File: src/rtl/rcs_4b_reg.sv
// 4-bit ripple-borrow subtractor (diff = a - b - cin) with a single registered output stage.
// Reset clears the result, the borrow and the valid flag. Idle cycles hold the last result.
module rcs_4b_reg (
    input  logic       clk,
    input  logic       rst_n,
    input  logic       in_valid,
    input  logic [3:0] a,
    input  logic [3:0] b,
    input  logic       cin,
    output logic [3:0] diff,
    output logic       bout,
    output logic       out_valid
);

    // One full-subtractor cell. Returns {borrow_out, difference_bit}.
    function automatic logic [1:0] fs_cell(input logic ai, input logic bi, input logic bri);
        fs_cell = {(~ai & bi) | (~(ai ^ bi) & bri), ai ^ bi ^ bri};
    endfunction

    logic [4:0] br_p0;
    logic [3:0] diff_p0;
    logic [3:0] diff_p1;
    logic       bout_p1;
    logic       vld_p1;

    // Stage p0: combinational borrow ripple, bit 0 fed by cin
    always_comb begin
        br_p0    = '0;
        diff_p0  = '0;
        br_p0[0] = cin;
        for (int i = 0; i < 4; i++) begin
            {br_p0[i+1], diff_p0[i]} = fs_cell(a[i], b[i], br_p0[i]);
        end
    end

    // Stage p1: output registers
    always_ff @(posedge clk) begin
        if (!rst_n) begin
            vld_p1  <= 1'b0;
            diff_p1 <= 4'b0000;
            bout_p1 <= 1'b0;
        end else begin
            vld_p1 <= in_valid;
            if (in_valid) begin
                diff_p1 <= diff_p0;
                bout_p1 <= br_p0[4];
            end
        end
    end

    assign diff      = diff_p1;
    assign bout      = bout_p1;
    assign out_valid = vld_p1;

endmodule

File: config.mk
export PLATFORM = sky130hd
export DESIGN_NAME = rcs_4b_reg
export DESIGN_NICKNAME = d
export VERILOG_FILES = /design/src/rtl/rcs_4b_reg.sv
export SDC_FILE = /design/constraint.sdc
export NUM_CORES = 1
export LEC_CHECK = 0
export CAP_MARGIN = 20
export CORE_AREA = 2 2 39 41
export DETAILED_ROUTE_END_ITERATION = 10
export DIE_AREA = 0 0 41 43
export SYNTH_ARGS = -nofsm -noshare
export SYNTH_HDL_FRONTEND = slang
export SYNTH_SLANG_ARGS = --single-unit
File: constraint.sdc
create_clock -name clk -period 2.55 [get_ports clk]
set_input_delay 0.255 -clock clk [delete_from_list [all_inputs] [get_ports clk]]
set_output_delay 0.255 -clock clk [all_outputs]
set_load 0.02 [all_outputs]
==> impl_metrics.csv <==
group,metric,value,unit
cts,path_clk_slew,0.05,ns
floorplanning,die_height,43,µm
cts,cts.sink_count,6,
global_route,track_usage,0.0829,
drt,wl_met3,55,µm
hold_path,hold_class,"flip-flop to flip-flop",
floorplanning,initial_core_util,0.231,
job,max_cap_viol_count,0,
layout,layout-drive-gt1-share,0.0833,
yosys,syn_inst,29,
critical_path,worstPathArrival,2.37,ns
yosys,syn_area_per_cell,11.0,µm²
sta,min_period,2.24,ns
yosys,netlist_area,319,µm²
critical_path,crit_fanout,1,
sta,tightest_slew,0.357,ns
drt,wl_met2,233,µm
layout,final_cell_mix,"clkdlybuf4s50_1, inv_1, dfxtp_1",
cts,cts_buffer_depth,2,
cts,h-tree-depth,1,
power,total_leakage_power,0.250,nW
drt,drt_iter0_markers,3,
critical_path,crit_required,2.68,ns
global_route,grt_pass1_vias,229,
floorplanning,core_area,1380,µm²
critical_path,worst_setup_path_start_kind,"input port",
critical_path,r2r_start,"bout$_SDFFE_PN0P_",
drt,ant_nets,0,
sta,max_freq,0.447,GHz
critical_path,crit_start,"a[0]",
cts,insertion_delay,0.24,ns
critical_path,crit_type,"input port to flip-flop",
sta,setup_viol,0,
cts,cts_made_buffers,3,
cts,cts_resized,0,
sta,totalNegativeSetupSlack,0,ns
global_route,overflow,0,
power,switching_power,0.0696,mW
sta,hold_violations,0,
layout,antennaDiodeCount,0,
sta,fin_ws,0.312,ns
power,p_sw_frac,0.260,
global_route,antenna_found_initial,0,
floorplanning,dieWidth,41,µm
drt,wire_per_inst,8.59,µm
sta,skew,0,ns
power,p_int,0.198,mW
layout,final_nets,66,
floorplanning,row_count,14,
sta,grt_setup_unrepaired,"no",
power,finalPower,0.268,mW
sta,max_slew_margin,0.761,
drt,drt-met1-wl,260,µm
drt,drtPass1Iterations,4,
place,portBuffers,17,
layout,final_common_cell,"clkdlybuf4s50_1",
drt,topRoutingLayerUsed,"met3",
cts,cts_hold_buf,0,
cts,cts-root-buf,"clkbuf_4",
cts,post_cts_buffers,0,
power,ir_drop,0.267,mV
power,power-per-cell-area,515,nW/µm²
floorplanning,die-area,1760,µm²
yosys,syn_nets,45,
sta,fin_crit_sh,0.878,
global_route,grt_max_degree,10,
hold_path,hp-start,"diff[1]$_SDFFE_PN0P_",
yosys,synth_seq_cells,6,
layout,area_delta_synth_final,63.1,%
sta,slew_violations,0,
cts,tritoncts,"done",
power,clkPwrFrac,0.328,
global_route,grt_pass1_wl,924,µm
drt,vias,252,
power,p_comb_frac,0.275,
drt,vias_per_cell,3.94,
place,dp_hpwl,441,µm
layout,final_util,0.376,
yosys,ys_types,9,
place,dp_slack,0.0246,ns
place,place_congestion,0.581,
drt,drc,0,
power,p_seq_frac,0.397,
yosys,yosys_warnings,0,
critical_path,end_kind,"flip-flop",
floorplanning,ios,18,
status,status,"finished, final reports clean",
yosys,yosysSeqAreaShare,0.376,
drt,routed_wl,550,µm
## cell families (layout without fill, tap and decap cells)
kind of cell / count (synthesis) / in the layout / synth area share
compound gates: 3 / 3 / 0.0941
fa+ha+maj: 4 / 4 / 0.251
buf+inv: 8 / 27 / 0.118
flops: 6 / 6 / 0.376
mux: 2 / 2 / 0.0627
simple gates: 6 / 6 / 0.0980
## layout make-up
cell class / instances / area, µm²
clock buffer: 3 / 22.5
tap: 16 / 20.0
inverter: 7 / 26.3
fill: 141 / 863
sequential: 6 / 120
timing repair buffer: 17 / 170
multi-input combinational: 15 / 161
## critical path, stage by stage
cell and delay [ns]:
clkdlybuf4s50_1 0.49, fa_1 0.17, inv_1 0.05, fa_1 0.37, fa_1 0.36, inv_1 0.08
fa_1 0.40, mux2i_1 0.13, nor2b_1 0.06
## per-layer routing
layer | global-route usage | vias to the layer above
li1 | - | 126
met1 | 0.109 | 113
met2 | 0.0969 | 13
met3 | 0.0785 | 0
met4 | 0.0200 | 0
met5 | 0 | -
## cell usage after synthesis
cell	n	area share
fa_1	4	0.25
o211a_1	3	0.094
buf_6	1	0.035
dfxtp_1	6	0.38
nand2_1	3	0.035
inv_1	7	0.082
mux2i_1	2	0.063
nor2b_1	2	0.039
and2_2	1	0.024
## through the flow
stage / hold WS, ns / cells / instance area (µm²)
finish: 0.485 / 64 / 520
CTS: 0.490 / 64 / 520
floorplan: 0.383 / 29 / 319
global route: 0.504 / 64 / 520
detailed placement: 0.472 / 61 / 498
global placement: 0.468 / 61 / 498
## sequential cells by signal, summed over array words and instances (netlist names)
register   count
bout           1
diff           4
out_valid      1
## path summary, 6_finish.rpt
| kind | cells after the start | slack, ns | to |
|---|---|---|---|
| max | 9 | 0.31 | diff[3]$_SDFFE_PN0P_ |
| min | 1 | 0.49 | diff[1]$_SDFFE_PN0P_ |
| max reg2reg | 1 | 1.93 | bout$_SDFFE_PN0P_ |
| min reg2reg | 1 | 0.49 | diff[1]$_SDFFE_PN0P_ |
## power by group through the flow
| stage | Sequential, mW | Combinational [mW] | Clock [mW] |
|---|---|---|---|
| 6_report | 0.106 | 0.0737 | 0.0879 |
| 5_1_grt | 0.107 | 0.0809 | 0.0979 |
| 4_1_cts | 0.106 | 0.0757 | 0.0921 |
| 3_5_place_dp | 0.108 | 0.0755 | 0 |
| 3_3_place_gp | 0.108 | 0.0738 | 0 |
| 2_1_floorplan | 0.118 | 0.0262 | 0 |
(Power assumes the default switching activity.)
